==> src/rtl/wb_cmd_master.sv <==
// Queued Wishbone classic master: commands enter a FIFO, run one at a time, and return one response each.
// Latency: cyc/stb rise two edges after a push into an idle block; full FIFO deasserts cmd_ready_o, held response blocks issue.
module wb_cmd_master #(
  parameter int ADDR_W  = 3,
  parameter int DATA_W  = 8,
  parameter int DEPTH   = 4,
  parameter int TIMEOUT = 16
) (
  input  logic              wb_clk_i,
  input  logic              wb_rst_i,
  input  logic              cmd_valid_i,
  output logic              cmd_ready_o,
  input  logic              cmd_we_i,
  input  logic [ADDR_W-1:0] cmd_addr_i,
  input  logic [DATA_W-1:0] cmd_wdata_i,
  output logic              rsp_valid_o,
  input  logic              rsp_ready_i,
  output logic [DATA_W-1:0] rsp_rdata_o,
  output logic              rsp_err_o,
  output logic [ADDR_W-1:0] wb_adr_o,
  output logic [DATA_W-1:0] wb_dat_o,
  output logic              wb_we_o,
  output logic              wb_stb_o,
  output logic              wb_cyc_o,
  input  logic [DATA_W-1:0] wb_dat_i,
  input  logic              wb_ack_i,
  input  logic              wb_inta_i,
  output logic              irq_o,
  input  logic              irq_clr_i,
  output logic              busy_o
);

  localparam int PW = (DEPTH > 1) ? $clog2(DEPTH) : 1;
  localparam int CW = PW + 1;
  localparam int TW = $clog2(TIMEOUT + 1);
  localparam logic [CW-1:0] FULL  = CW'(DEPTH);
  localparam logic [TW-1:0] TLAST = TW'(TIMEOUT - 1);

  localparam logic [1:0] IDLE = 2'd0;
  localparam logic [1:0] BUS  = 2'd1;
  localparam logic [1:0] HOLD = 2'd2;

  typedef struct packed {
    logic              we;
    logic [ADDR_W-1:0] addr;
    logic [DATA_W-1:0] wdata;
  } cmd_t;

  cmd_t            mem [DEPTH];
  logic [PW-1:0]   wptr;
  logic [PW-1:0]   rptr;
  logic [CW-1:0]   count;
  logic [1:0]      state;
  logic [TW-1:0]   tcnt;
  logic            inta_q;
  logic            push;
  logic            pop;
  cmd_t            head;

  assign cmd_ready_o = (count != FULL);
  assign push        = cmd_valid_i && cmd_ready_o;
  assign pop         = (state == IDLE) && (count != '0) && !rsp_valid_o;
  assign head        = mem[rptr];
  assign busy_o      = (state != IDLE) || (count != '0);

  always_ff @(posedge wb_clk_i) begin
    if (push) begin
      mem[wptr] <= '{we: cmd_we_i, addr: cmd_addr_i, wdata: cmd_wdata_i};
    end
  end

  // Pointers wrap naturally because DEPTH is a power of two.
  always_ff @(posedge wb_clk_i) begin
    if (wb_rst_i) begin
      wptr  <= '0;
      rptr  <= '0;
      count <= '0;
    end else begin
      if (push) wptr <= wptr + 1'b1;
      if (pop)  rptr <= rptr + 1'b1;
      case ({push, pop})
        2'b10:   count <= count + 1'b1;
        2'b01:   count <= count - 1'b1;
        default: count <= count;
      endcase
    end
  end

  always_ff @(posedge wb_clk_i) begin
    if (wb_rst_i) begin
      state       <= IDLE;
      tcnt        <= '0;
      wb_cyc_o    <= 1'b0;
      wb_stb_o    <= 1'b0;
      wb_we_o     <= 1'b0;
      wb_adr_o    <= '0;
      wb_dat_o    <= '0;
      rsp_valid_o <= 1'b0;
      rsp_err_o   <= 1'b0;
      rsp_rdata_o <= '0;
    end else begin
      case (state)
        IDLE: begin
          if (pop) begin
            wb_adr_o <= head.addr;
            wb_dat_o <= head.wdata;
            wb_we_o  <= head.we;
            tcnt     <= '0;
            state    <= BUS;
          end
        end
        BUS: begin
          // First BUS cycle only launches the strobe; the timeout counts edges with cyc high.
          if (!wb_cyc_o) begin
            wb_cyc_o <= 1'b1;
            wb_stb_o <= 1'b1;
          end else if (wb_ack_i) begin
            wb_cyc_o    <= 1'b0;
            wb_stb_o    <= 1'b0;
            rsp_valid_o <= 1'b1;
            rsp_err_o   <= 1'b0;
            rsp_rdata_o <= wb_we_o ? '0 : wb_dat_i;
            state       <= HOLD;
          end else if (tcnt == TLAST) begin
            wb_cyc_o    <= 1'b0;
            wb_stb_o    <= 1'b0;
            rsp_valid_o <= 1'b1;
            rsp_err_o   <= 1'b1;
            rsp_rdata_o <= '0;
            state       <= HOLD;
          end else begin
            tcnt <= tcnt + 1'b1;
          end
        end
        HOLD: begin
          if (rsp_ready_i) begin
            rsp_valid_o <= 1'b0;
            state       <= IDLE;
          end
        end
        default: state <= IDLE;
      endcase
    end
  end

  // A fresh interrupt edge takes priority over a coincident clear.
  always_ff @(posedge wb_clk_i) begin
    if (wb_rst_i) begin
      inta_q <= 1'b0;
      irq_o  <= 1'b0;
    end else begin
      inta_q <= wb_inta_i;
      if (wb_inta_i && !inta_q) irq_o <= 1'b1;
      else if (irq_clr_i)       irq_o <= 1'b0;
    end
  end

endmodule

==> config.mk <==
export PLATFORM = sky130hd
export DESIGN_NAME = wb_cmd_master
export DESIGN_NICKNAME = d
export VERILOG_FILES = /design/src/rtl/wb_cmd_master.sv
export SDC_FILE = /design/constraint.sdc
export NUM_CORES = 1
export LEC_CHECK = 0
export ABC_AREA = 1
export ABC_CLOCK_PERIOD_IN_PS = 3300
export CAP_MARGIN = 20
export CORE_AREA = 2 2 88 90
export CTS_CLUSTER_SIZE = 20
export DETAILED_ROUTE_END_ITERATION = 7
export DIE_AREA = 0 0 90 92
export HOLD_SLACK_MARGIN = 0.05
export PLACE_DENSITY = 0.73
export SLEW_MARGIN = 30
export SYNTH_ARGS = -nofsm -noshare
export SYNTH_HDL_FRONTEND = slang
export SYNTH_SLANG_ARGS = --single-unit
==> constraint.sdc <==
create_clock -name wb_clk_i -period 3.3 [get_ports wb_clk_i]
set_input_delay 0.66 -clock wb_clk_i [delete_from_list [all_inputs] [get_ports wb_clk_i]]
set_output_delay 0.66 -clock wb_clk_i [all_outputs]
set_load 0.005 [all_outputs]
=== Yosys cells after proc, flatten, opt, wreduce, memory -nomap -nowiden ===
Memory sizes are Yosys's and may differ from the RTL's. A register that Yosys moved wholly into a read port is not among the register bits.
Index checks and enable logic that the tools add are counted.

* Equal/unequal tests: 13
* Multiplexer cells: 31
* $add $sub $neg: 5
* Reductions and logical operators: 21

{| class="wikitable"
|+ Operators with widths
! operator !! count
|-
| two-way mux 8 bit || 3
|-
| two-way mux 5 bit || 4
|-
| two-way mux 1 bit || 15
|-
| nonzero test 2 bit || 6
|-
| two-way mux 2 bit || 5
|-
| != test 2 bit (second input constant) || 5
|-
| case mux 5 bit (2 select lines) || 1
|-
| AND reduction 4 bit || 2
|-
| != test 3 bit (second input constant) || 2
|-
| case mux 2 bit (3 select lines) || 1
|-
| case mux 3 bit (2 select lines) || 1
|-
| adder 5 x 1 -> 5 bit (second input constant) || 1
|-
| == test 5 x 4 -> 1 bit (second input constant) || 1
|-
| AND reduction 5 bit || 1
|-
| adder 2 x 1 -> 2 bit (second input constant) || 2
|-
| == test 2 x 1 -> 1 bit (second input constant) || 2
|-
| == test 2 bit (second input constant) || 2
|-
| logical AND 1 bit || 4
|-
| AND reduction 2 bit || 2
|-
| adder 3 x 1 -> 3 bit (second input constant) || 1
|-
| != test 3 x 1 -> 1 bit (second input constant) || 1
|-
| AND reduction 3 bit || 1
|-
| nonzero test 3 bit || 1
|-
| subtractor 3 x 1 -> 3 bit (second input constant) || 1
|-
| 4 further kinds || 5
|}

* Bits in writable memories: 48
* Output and inout port bits: 27
* Bits in registers: 28
* Logic and storage cells: 83
* Memories: 1
* Bits of input ports: 27

{| class="wikitable"
|+ Memories
! name !! depth !! bits a word !! read ports !! clocked after memory_dff !! write ports !! line !! text
|-
| mem || 4 || 12 || 1 || 1 || 1 || 49 || <nowiki>cmd_t mem [DEPTH];</nowiki>
|}

=== Depth between registers and ports, before layout ===
* Depth in word-level cells: 5
* Gate-level depth with buffers: 13
* Mapped depth without buffers: 12

=== Worst setup path after synthesis ===
Ideal clock, no wire load.

* Kind: register to register
* Start point: register state[1]
* End point: register count[2]
* Arrival time: 1.839 ns
* Data required time: 3.178 ns
* Path buffers: 1
* Path slack: 1.339 ns
* Stages on the path, launching flop included: 14
* Library setup time: 0.122 ns
* Period minus slack after synthesis: 1.961 ns
* Cell sequence: dfxtp_1 -> inv_2 -> nand2_4 -> nor2_4 -> nand2_4 -> inv_4 -> buf_12 -> ha_1 -> inv_1 -> fa_1 -> a21oi_1 -> o21ai_0 -> o21ai_0 -> a21oi_1

* Longest elaborated chain between the ends: 5
* Elaborated cells on any way between the ends: 7
* Those cells by class: eq/ne (2); mux (1); reduce/logical (4)

{| class="wikitable"
|+ RTL lines
! item !! line !! text
|-
| start, declared || 53 || <nowiki>logic [1:0] state;</nowiki>
|-
| start signal, assigned || 91 || <nowiki>state <= IDLE;</nowiki>
|-
| start signal, assigned || 109 || <nowiki>state <= BUS;</nowiki>
|-
| start signal, assigned || 123 || <nowiki>state <= HOLD;</nowiki>
|-
| logical NOT 2 bit (*) || 62 || <nowiki>assign pop = (state == IDLE) && (count != '0) && !rsp_valid_o;</nowiki>
|-
| logical AND 1 bit (*) (2 in a row) || 62 ||
|-
| named net pop || 57 || <nowiki>logic pop;</nowiki>
|-
| == test 2 x 1 -> 1 bit or == test 2 bit (tied branches) || 81 || <nowiki>case ({push, pop})</nowiki>
|-
| case mux 3 bit (2 select lines) or nonzero test 2 bit (tied branches) || -- ||
|-
| end signal, assigned || 82 || <nowiki>2'b10: count <= count + 1'b1;</nowiki>
|-
| end signal, assigned || 83 || <nowiki>2'b01: count <= count - 1'b1;</nowiki>
|-
| end signal, assigned || 84 || <nowiki>default: count <= count;</nowiki>
|-
| end, declared || 52 || <nowiki>logic [CW-1:0] count;</nowiki>
|}

Mark *: on every way through the listed nets, which the timed path passes. The rest lies on a longest branch.
A chain may end at the register's enable or synchronous reset.

=== Worst setup path in the final report ===
* Start point: register count[0]
* End point: output port busy_o

* Longest elaborated chain between the ends: 2

{| class="wikitable"
|+ RTL lines
! item !! line !! text
|-
| nonzero test 3 bit || 64 || <nowiki>assign busy_o = (state != IDLE) || (count != '0);</nowiki>
|-
| logical OR 1 bit || 64 ||
|-
| end, declared || 30 || <nowiki>output logic busy_o</nowiki>
|}

No other way between the ends.

==> qor.csv <==
stage;metric;value;unit
timing;finalCritPeriodShare;71.7;%
floorplanning;initial_core_util;47.7;%
floorplanning;fp.dieW;90;µm
floorplanning;die_h;92;µm
cts;cts_hold_buffers;0;
synth;syn_inst;343;
layout;final_util;59.1;%
status;status;completed;
floorplanning;dieArea;8280;µm²
setup_path;path_class;flip-flop to primary output;
power;power_density;771;nW/µm²
power;power_leakage;1.66;nW
timing;worst_pin_slew;884;ps
global_routing;grt_pass1_wl;11300;µm
setup_path;cpPeakStageDelay;440;ps
synth;syn_area_per_cell;10.4;µm²
global_routing;grt_max_degree;31;
job;drv_cap;0;
synth;ys_ff_latch;88;
place;place_congestion;0.783;
setup_path;required;2640;ps
floorplanning;ioPinCount;54;
timing;slew_viol_final;0;
place;dpl.cell_count;491;
synth;syn-cell-area;3560;µm²
timing;relSlewSlack;41.0;%
power;pwr-share-clk;23.4;%
timing;fin_skew;10.0;ps
setup_path;worstPathArrival;1710;ps
power;comb_power_share;34.3;%
timing;period_minus_slack;2370;ps
setup_path;path_buf_inv;2;
global_routing;antenna_found_initial;0;
layout;fin_area;4400;µm²
global_routing;grtUsageTotal;17.6;%
layout;drive_gt1_share;11.1;%
power;switching_share;34.4;%
power;seqPwrFrac;42.3;%
cts;post_cts_buffers;0;
timing;hold_viol_final;0;
cts;htree_levels;3;
timing;rsz0062_at_grt;no;
routing;wl_per_cell;13.6;µm
routing;vias;2532;
place;placed_cell_area;4180;µm²
layout;fillers;648;
synth;synth_warnings;0;
synth;ys_seq_area_share;63.1;%
power;netSwitchingPower;1.17;mW
cts;cts_root_buffer;clkbuf_8;
setup_path;crit_path_end_kind;primary output;
place;place.port_buffers;53;
cts;clkTransAtPathRegs;90;ps
power;p_int;2.22;mW
layout;layout.cells.non_filler;507;
setup_path;crit_fanout;3;
cts;cts_buffers;9;
timing;tns;0;ps
floorplanning;coreArea;7450;µm²
cts;cts_tree;built;
hold_path;min_path_type;flip-flop to flip-flop;
routing;post-route-drc-count;0;
synth;synth_nets;378;
cts;clk_latency;350;ps
setup_path;start_kind;flip-flop;
routing;final_antenna_net_count;0;
routing;wirelength;6880;µm
setup_path;crit_chain;inv_1 > nand3_1 > or2_2 > clkdlybuf4s50_1;
cts;clock_sinks;88;
layout;area_delta_synth_final;23.8;%
cts;post_cts_resized;0;
timing;max_freq;422;MHz
timing;holdWs;427;ps
global_routing;overflow;0;
floorplanning;fp-row-count;32;
timing;setup_viol;0;
layout;diodes;0;
setup_path;crit_family;buffers and inverters;
routing;viasPerCell;4.99;
setup_path;slowest_stage;clkdlybuf4s50_1;
routing;drt-pass1-iter-count;4;
cts;clockBufferDepth;2;
layout;nets;435;
power;max-vdd-ir-drop;0.315;mV
global_routing;grt_pass1_vias;2419;
synth;synth_cell_types;29;
place;hpwl;4640;µm
routing;drtIter0Drc;108;
[power groups by stage]
stage / combinational [mW] / sequential [mW] / clock [mW]
2_1_floorplan: 0.836 / 1.44 / 0
3_3_place_gp: 1.14 / 1.46 / 0
3_5_place_dp: 1.17 / 1.46 / 0
4_1_cts: 1.18 / 1.44 / 0.819
5_1_grt: 1.33 / 1.45 / 0.853
6_report: 1.16 / 1.43 / 0.795
[cell usage in the layout, fill, tap and decap left out, drive strengths merged]
cell type	n
clkinv	4
and3	1
bufinv	2
o22ai	12
o21ai	46
clkbuf	9
dfxtp	40
inv	30
nor2	68
nand2	32
o41ai	1
a21oi	12
nor3b	1
clkdlybuf4s50	53
nand3	27
edfxtp	48
fa	1
buf	6
ha	7
o32ai	1
a31oi	1
or2	3
[layout make-up]
type / instances / area [µm²] / share of cell area [%]
Clock buffer: 9 / 124 / 2.81
Clock inverter: 7 / 93.8 / 2.13
Inverter: 29 / 111 / 2.53
Multi-Input combinational cell: 213 / 1130 / 25.6
Sequential cell: 88 / 2240 / 51.0
Tap cell: 102 / 128 / 2.90
Timing Repair Buffer: 59 / 576 / 13.1
[registers in the layout, summed over array words and instances (netlist names), 2 cells and up]
name         count
count            3
wptr             2
tcnt             5
rptr             2
state            2
wb_adr_o         3
rsp_rdata_o      8
wb_dat_o         8
mem             48
[path summary, 6_finish.rpt]
check / from / to / slack [ps] / cells past startpoint
setup / recovery: count[0] / busy_o / 930 / 4
hold / removal: inta_q / irq_o / 430 / 1
setup reg to reg: state[1] / count[2] / 1040 / 12
hold reg to reg: inta_q / irq_o / 430 / 1
[synthesized netlist by cell type, drive strengths merged]
| library cell | instances | area, µm² |
|---|---|---|
| o41ai | 1 | 8.76 |
| clkbuf | 5 | 21.3 |
| nor2 | 68 | 285 |
| and3 | 1 | 6.26 |
| nand2 | 32 | 138 |
| ha | 7 | 87.6 |
| dfxtp | 40 | 801 |
| a31oi | 1 | 6.26 |
| nor3b | 1 | 7.51 |
| fa | 1 | 20.0 |
| o21ai | 46 | 264 |
| buf | 8 | 55.1 |
| edfxtp | 48 | 1440 |
| or2 | 3 | 18.8 |
| a21oi | 12 | 60.1 |
| o22ai | 12 | 75.1 |
| o32ai | 1 | 8.76 |
| inv | 29 | 111 |
| nand3 | 27 | 140 |
[routing by layer]
layer,wire [µm],up-vias,global-route usage [%]
met5,0,-,0
met4,74,0,6.54
met3,334,6,5.18
met2,3550,62,30.6
met1,2920,1181,20.6
li1,-,1283,-
[cell families after synthesis]
group | share of synthesized area (%)
buffers and inverters | 5.28
AO/OA/AOI/OAI | 11.9
adder cells (fa/ha/maj) | 3.03
AND/OR/NAND/NOR | 16.7
flip-flops | 63.1
[through the flow]
stage                     worst slack, ps  total power, mW
after detailed placement              792             2.63
after global placement                852             2.59
final                                 932             3.39
after CTS                             897             3.43
after floorplan                      1340             2.28
after global routing                  781             3.63
(Power assumes the default switching activity.)
